==> src/rtl/ifu.sv <==
// ============================================================================
// Module   : ifu
// Purpose  : Instruction fetch unit with single-outstanding bus requests and a
//            2-entry prefetch queue. Define IFU_BYPASS_EN for a 0-cycle
//            bus-to-output path when the queue is empty.
// Revision : 1.0 - initial release
// ============================================================================
`default_nettype none

module ifu #(
    parameter logic [31:0] RESET_ADDR = 32'h0000_0000,
    parameter logic [31:0] NOP_INST   = 32'h0000_0013
) (
    input  logic        clk,
    input  logic        rst_n,
    input  logic        jump_en_i,
    input  logic [31:0] jump_addr_i,
    output logic        ibus_req_o,
    output logic [31:0] ibus_addr_o,
    input  logic        ibus_gnt_i,
    input  logic        ibus_rvalid_i,
    input  logic [31:0] ibus_rdata_i,
    output logic        inst_valid_o,
    input  logic        inst_ready_i,
    output logic [31:0] inst_o,
    output logic [31:0] inst_addr_o
);

    localparam logic [1:0] S_IDLE = 2'd0;
    localparam logic [1:0] S_REQ  = 2'd1;
    localparam logic [1:0] S_WAIT = 2'd2;

    logic [1:0]  state_q, state_d;
    logic [31:0] pc_q, pc_d;
    logic [31:0] raddr_q, raddr_d;
    logic [31:0] jtgt_q, jtgt_d;
    logic        jpend_q, jpend_d;
    logic        drop_q, drop_d;
    logic [1:0]  cnt_q, cnt_d;
    logic        rptr_q, rptr_d;
    logic [31:0] fa_q [2];
    logic [31:0] fi_q [2];

    logic [31:0] jtarget_w;
    logic        rsp_w;
    logic        bypass_w;
    logic        push_w;
    logic        pop_w;
    logic        wptr_w;
    logic        unused_w;

    assign jtarget_w = {jump_addr_i[31:2], 2'b00};
    assign unused_w  = ^jump_addr_i[1:0];
    assign rsp_w     = (state_q == S_WAIT) && ibus_rvalid_i;
    assign wptr_w    = rptr_q ^ cnt_q[0];

`ifdef IFU_BYPASS_EN
    assign bypass_w = rsp_w && (cnt_q == 2'd0) && !drop_q && !jump_en_i;
`else
    assign bypass_w = 1'b0;
`endif

    assign ibus_req_o   = (state_q == S_REQ);
    assign ibus_addr_o  = pc_q;
    assign inst_valid_o = (cnt_q != 2'd0) || bypass_w;
    assign inst_o       = (cnt_q != 2'd0) ? fi_q[rptr_q] :
                          bypass_w        ? ibus_rdata_i : NOP_INST;
    assign inst_addr_o  = (cnt_q != 2'd0) ? fa_q[rptr_q] :
                          bypass_w        ? raddr_q      : 32'h0;

    // A word handed straight to if_id by the bypass is not queued.
    assign pop_w  = (cnt_q != 2'd0) && inst_ready_i && !jump_en_i;
    assign push_w = rsp_w && !drop_q && !jump_en_i && !(bypass_w && inst_ready_i);

    always_comb begin
        cnt_d  = cnt_q;
        rptr_d = rptr_q;
        if (jump_en_i) begin
            cnt_d = 2'd0;
        end else begin
            cnt_d  = cnt_q + {1'b0, push_w} - {1'b0, pop_w};
            rptr_d = rptr_q ^ pop_w;
        end
    end

    always_comb begin
        state_d = state_q;
        pc_d    = pc_q;
        raddr_d = raddr_q;
        jtgt_d  = jtgt_q;
        jpend_d = jpend_q;
        drop_d  = drop_q;
        case (state_q)
            S_IDLE: begin
                if (jump_en_i) begin
                    pc_d    = jtarget_w;
                    state_d = S_REQ;
                end else if (cnt_q != 2'd2) begin
                    state_d = S_REQ;
                end
            end
            S_REQ: begin
                if (ibus_gnt_i) begin
                    raddr_d = pc_q;
                    jpend_d = 1'b0;
                    state_d = S_WAIT;
                    if (jump_en_i) begin
                        pc_d   = jtarget_w;
                        drop_d = 1'b1;
                    end else if (jpend_q) begin
                        pc_d = jtgt_q;
                    end else begin
                        pc_d = pc_q + 32'd4;
                    end
                end else if (jump_en_i) begin
                    // Bus address must stay stable until grant, so the
                    // redirect target is parked and applied at grant.
                    jpend_d = 1'b1;
                    jtgt_d  = jtarget_w;
                    drop_d  = 1'b1;
                end
            end
            S_WAIT: begin
                if (ibus_rvalid_i) begin
                    drop_d  = 1'b0;
                    state_d = (cnt_d != 2'd2) ? S_REQ : S_IDLE;
                    if (jump_en_i) begin
                        pc_d = jtarget_w;
                    end
                end else if (jump_en_i) begin
                    pc_d   = jtarget_w;
                    drop_d = 1'b1;
                end
            end
            default: state_d = S_IDLE;
        endcase
    end

    always_ff @(posedge clk or negedge rst_n) begin
        if (!rst_n) begin
            state_q <= S_IDLE;
            pc_q    <= RESET_ADDR;
            raddr_q <= 32'h0;
            jtgt_q  <= 32'h0;
            jpend_q <= 1'b0;
            drop_q  <= 1'b0;
            cnt_q   <= 2'd0;
            rptr_q  <= 1'b0;
            fa_q[0] <= 32'h0;
            fa_q[1] <= 32'h0;
            fi_q[0] <= 32'h0;
            fi_q[1] <= 32'h0;
        end else begin
            state_q <= state_d;
            pc_q    <= pc_d;
            raddr_q <= raddr_d;
            jtgt_q  <= jtgt_d;
            jpend_q <= jpend_d;
            drop_q  <= drop_d;
            cnt_q   <= cnt_d;
            rptr_q  <= rptr_d;
            if (push_w) begin
                fa_q[wptr_w] <= raddr_q;
                fi_q[wptr_w] <= ibus_rdata_i;
            end
        end
    end

endmodule

`default_nettype wire
==> config.mk <==
export PLATFORM = sky130hd
export DESIGN_NAME = ifu
export DESIGN_NICKNAME = d
export VERILOG_FILES = /design/src/rtl/ifu.sv
export SDC_FILE = /design/constraint.sdc
export NUM_CORES = 1
export LEC_CHECK = 0
export BUFFER_PORTS_ARGS = -buffer_cell sky130_fd_sc_hd__buf_2
export CORE_MARGIN = 10
export CORE_UTILIZATION = 45
export CTS_CLUSTER_DIAMETER = 60
export DETAILED_ROUTE_END_ITERATION = 12
export GPL_TIMING_DRIVEN = 0
export HOLD_SLACK_MARGIN = 0.1
export PLACE_DENSITY = 0.62
export SETUP_SLACK_MARGIN = 0.3
export SYNTH_ARGS = -nofsm -noshare
export SYNTH_HDL_FRONTEND = slang
export SYNTH_SLANG_ARGS = --single-unit
==> constraint.sdc <==
create_clock -name clk -period 4.1 [get_ports clk]
set_input_delay 0.205 -clock clk [delete_from_list [all_inputs] [get_ports clk]]
set_output_delay 0.205 -clock clk [all_outputs]
set_load 0.02 [all_outputs]
==> impl_metrics.toml <==
[worst_setup_path]
worstPathArrival_ns = 3.63
r2r-end = "state_q[0]$_DFFE_PN0P_"
cp_max_fo = 7
r2r_slack_ns = 0.86
cp.required_ns = 4.49
cp_slowest_cell = "nor2_1"
max_stage_delay_ns = 0.74
rr_startpoint = "cnt_q[0]$_DFF_PN0_"
path_cells = "nor2_1 > nor3b_1 > ha_1 > inv_1 > ha_1 > xor3_1 > or3b_2 > a21oi_1 > nor2_1 > mux2_2"
cp_num_buf_inv = 1
cp-start-kind = "flop"
worstRegToRegCells = 10
worstSetupPathType = "flop to flop"
crit_family = "simple AND/OR/NAND/NOR gates"
endpoint_kind = "flop"

[floorplanning]
coreArea_sq_mm = 0.0227
die_area_sq_mm = 0.0297
rows = 55
die_h_um = 172
die_w_um = 172
initial_core_util_pct = 45.9
io_pins = 168

[routing]
vias = 7714
first_pass_iters = 5
drtIter0Drc = 538
wl_per_cell_um = 18.8
ant_nets = 0
drc = 0
totalWireLength_um = 27100
vias_per_cell = 5.36

[finish]
drive_gt1_share_pct = 34.4
areaGrowthSynthToFinish_pct = 25.3
n_antenna_cell = 0
layout.nets = 1216
fin_area_sq_mm = 0.0131
multiInputGateArea_sq_mm = 0.00462
fin_util_pct = 57.5
register_area_sq_mm = 0.00553
stdcell_count = 1438
fillCellCount = 1912

[timing]
finalCriticalPeriod_ns = 3.24
finClkSkew_ns = 0.00671
worst_slew_pin_slew_ns = 0.953
final-setup-viol-count = 0
rsz0062_at_grt = "no"
max_freq_mhz = 309
hold_viol_final = 0
fin_crit_sh_pct = 79.0
slew-limit-headroom_pct = 36.2
slew_viol_final = 0

[worst_hold_path]
whs_path_depth = 3
hold_class = "primary input to flop"
hold_start = "jump_en_i"
whs_endpoint = "cnt_q[0]$_DFF_PN0_"

[placed_design]
gp_congestion = 0.864
port-buffer-count = 161
postPlaceCellArea_sq_mm = 0.0116
place_inst = 1331
hpwl_um = 19200

[run_status]
outcome = "completed"

[clock_network]
cts_tree = "built"
insertion_delay_ns = 0.51
clock_sinks = 221
cts-resized-gates = 0
numCtsBuffers = 25
cts_root_buffer = "clkbuf_16"
h-tree-depth = 1
clkTransAtPathRegs_ns = 0.06
cts_max_path_buffers = 3

[synth]
ys_ff_latch = 221
synth_edf_count = 0
async_flop_share_pct = 100
synth.avg_cell_area_sq_um = 11.8
synth-seq-area-share_pct = 53.1
ys_warn_count = 0
postSynthCellCount = 881
synth_area_sq_mm = 0.0104
yosysUniqueCellTypes = 52
synth_flop_cell = "dfrtp_1"

[power]
p_leak_nw = 6.29
power.density_mw_per_mm2 = 688
comb_power_share_pct = 34.3
pwr-share-clk_pct = 23.6
p_sw_share_pct = 35.5
power_switching_mw = 3.19
p_int_mw = 5.80
vdd_drop_max_mv = 0.458
seqPwrFrac_pct = 42.1

[run]
maxCapViolCount = 0

[global_routing]
grt_max_degree = 116
grt_overflow = 0
grtUsageTotal_pct = 18.3
antenna_found_initial = 1
grt_pass1_vias = 7897
grt_pass1_wl_um = 43600
## cells by family after synthesis
kind of cell               synth area share [%]
AOI/OAI and AO/OA                          5.65
xor gates and xnor gates                   1.57
adders and majority gates                 0.840
buffers and inverters                      2.74
DFF                                        53.1
muxes                                      26.2
other                                    0.0360
and+or+nand+nor                            9.91
## registers in the layout, summed over array words and instances, names as in the netlist
signal / cells
rptr_q: 1
ibus_addr_o: 30
cnt_q: 2
fi_q: 64
fa_q: 60
state_q: 2
drop_q: 1
raddr_q: 30
jpend_q: 1
jtgt_q: 30
## cell usage in the layout, fill, tap and decap left out, types with 3 or more instances in the layout
master / synthesis / layout
clkbuf_8: 0 / 5
o211ai_1: 5 / 5
nor2_1: 80 / 80
nand2b_1: 3 / 3
clkinv_2: 0 / 4
inv_1: 11 / 11
buf_2: 6 / 166
and3_1: 6 / 6
nand3_1: 33 / 33
nor4_1: 5 / 5
nand2_1: 46 / 46
xor2_1: 9 / 9
o21ai_0: 23 / 23
nor3_1: 11 / 11
xnor2_1: 7 / 7
dfrtp_1: 221 / 221
buf_1: 9 / 9
clkbuf_16: 0 / 25
nor2b_1: 4 / 4
dlygate4sd3_1: 0 / 66
mux2_2: 182 / 182
conb_1: 1 / 4
nand4_1: 11 / 11
a21oi_1: 46 / 46
clkbuf_1: 40 / 46
or3_1: 4 / 4
o21ai_1: 4 / 4
mux2i_1: 68 / 68
ha_1: 7 / 7
buf_4: 4 / 4
## worst max path at each step
stage / from / cells past startpoint / endpoint
4_1_cts: cnt_q[0]$_DFF_PN0_ / 10 / state_q[0]$_DFFE_PN0P_
3_5_place_dp: cnt_q[0]$_DFF_PN0_ / 10 / state_q[0]$_DFFE_PN0P_
3_3_place_gp: rst_n / 1 / jtgt_q[29]$_DFFE_PN0P_
6_report: cnt_q[0]$_DFF_PN0_ / 10 / state_q[0]$_DFFE_PN0P_
2_1_floorplan: state_q[0]$_DFFE_PN0P_ / 13 / state_q[0]$_DFFE_PN0P_
5_1_grt: cnt_q[0]$_DFF_PN0_ / 10 / state_q[0]$_DFFE_PN0P_
## area by class of cell
type                            instances  share of cell area, %
Timing Repair Buffer                  228                   11.5
Multi-Input combinational cell        593                   35.4
Tap cell                              285                   2.73
Buffer                                 59                   1.87
Clock inverter                          5                  0.383
Inverter                               11                  0.316
Sequential cell                       221                   42.3
Clock buffer                           36                   5.49
## timing repair
item | in CTS | in global routing
hold buffers | 66 | 0
buffers inserted | 0 | 0
endpoints found under the hold margin | 220 | 0
setup endpoints to repair | 0 | 0
## power by group through the flow
stage	clock network [mW]	logic, mW	registers (mW)
6_report	2.12	3.09	3.79
5_1_grt	2.25	3.40	3.92
4_1_cts	2.16	3.11	3.78
3_5_place_dp	0	3.05	3.82
3_3_place_gp	0	2.99	3.78
2_1_floorplan	0	2.08	3.76
## routing by layer
metal  routed length, um  global-route usage, %
met1               12200                   24.8
met2               12200                   28.6
met3                1990                   4.33
met4                 671                   5.51
met5                  17                      0
## Yosys cell counts (2+ instances only)
master | count | share of area, %
a21oi_1 | 46 | 2.2
a2bb2oi_1 | 2 | 0.17
a31oi_1 | 2 | 0.12
a41oi_1 | 2 | 0.17
and3_1 | 6 | 0.36
buf_1 | 9 | 0.32
buf_2 | 6 | 0.29
buf_4 | 4 | 0.29
clkbuf_1 | 40 | 1.4
dfrtp_1 | 221 | 53
ha_1 | 7 | 0.84
inv_1 | 11 | 0.40
mux2_2 | 182 | 20
mux2i_1 | 68 | 6.5
nand2_1 | 46 | 1.7
nand2b_1 | 3 | 0.18
nand3_1 | 33 | 1.6
nand3b_1 | 2 | 0.14
nand4_1 | 11 | 0.66
nor2_1 | 80 | 2.9
nor2b_1 | 4 | 0.24
nor3_1 | 11 | 0.53
nor3b_1 | 2 | 0.14
nor4_1 | 5 | 0.30
o211ai_1 | 5 | 0.36
o21ai_0 | 23 | 1.1
o21ai_1 | 4 | 0.19
o221ai_1 | 2 | 0.17
o31ai_1 | 2 | 0.14
o32a_1 | 2 | 0.19
or3_1 | 4 | 0.24
or3b_2 | 2 | 0.17
xnor2_1 | 7 | 0.59
xor2_1 | 9 | 0.76
## tightest hold or removal path: cells and delay by family
kind / cells / cell delay, ns
buffers and inverters: 2 / 0.37
and+or+nand+nor: 1 / 0.07
## stage by stage
stage | setup TNS (ns) | hold slack, ns | total power, mW | setup WS, ns
floorplan | 0 | -0.0906 | 5.84 | 1.29
global placement | -238.55 | 0.419 | 6.77 | -1.10
detailed placement | 0 | 0.304 | 6.86 | 0.857
CTS | 0 | 0.146 | 9.05 | 0.838
global route | 0 | 0.175 | 9.57 | 0.644
finish | 0 | 0.174 | 8.99 | 0.862
(Power assumes the default switching activity.)
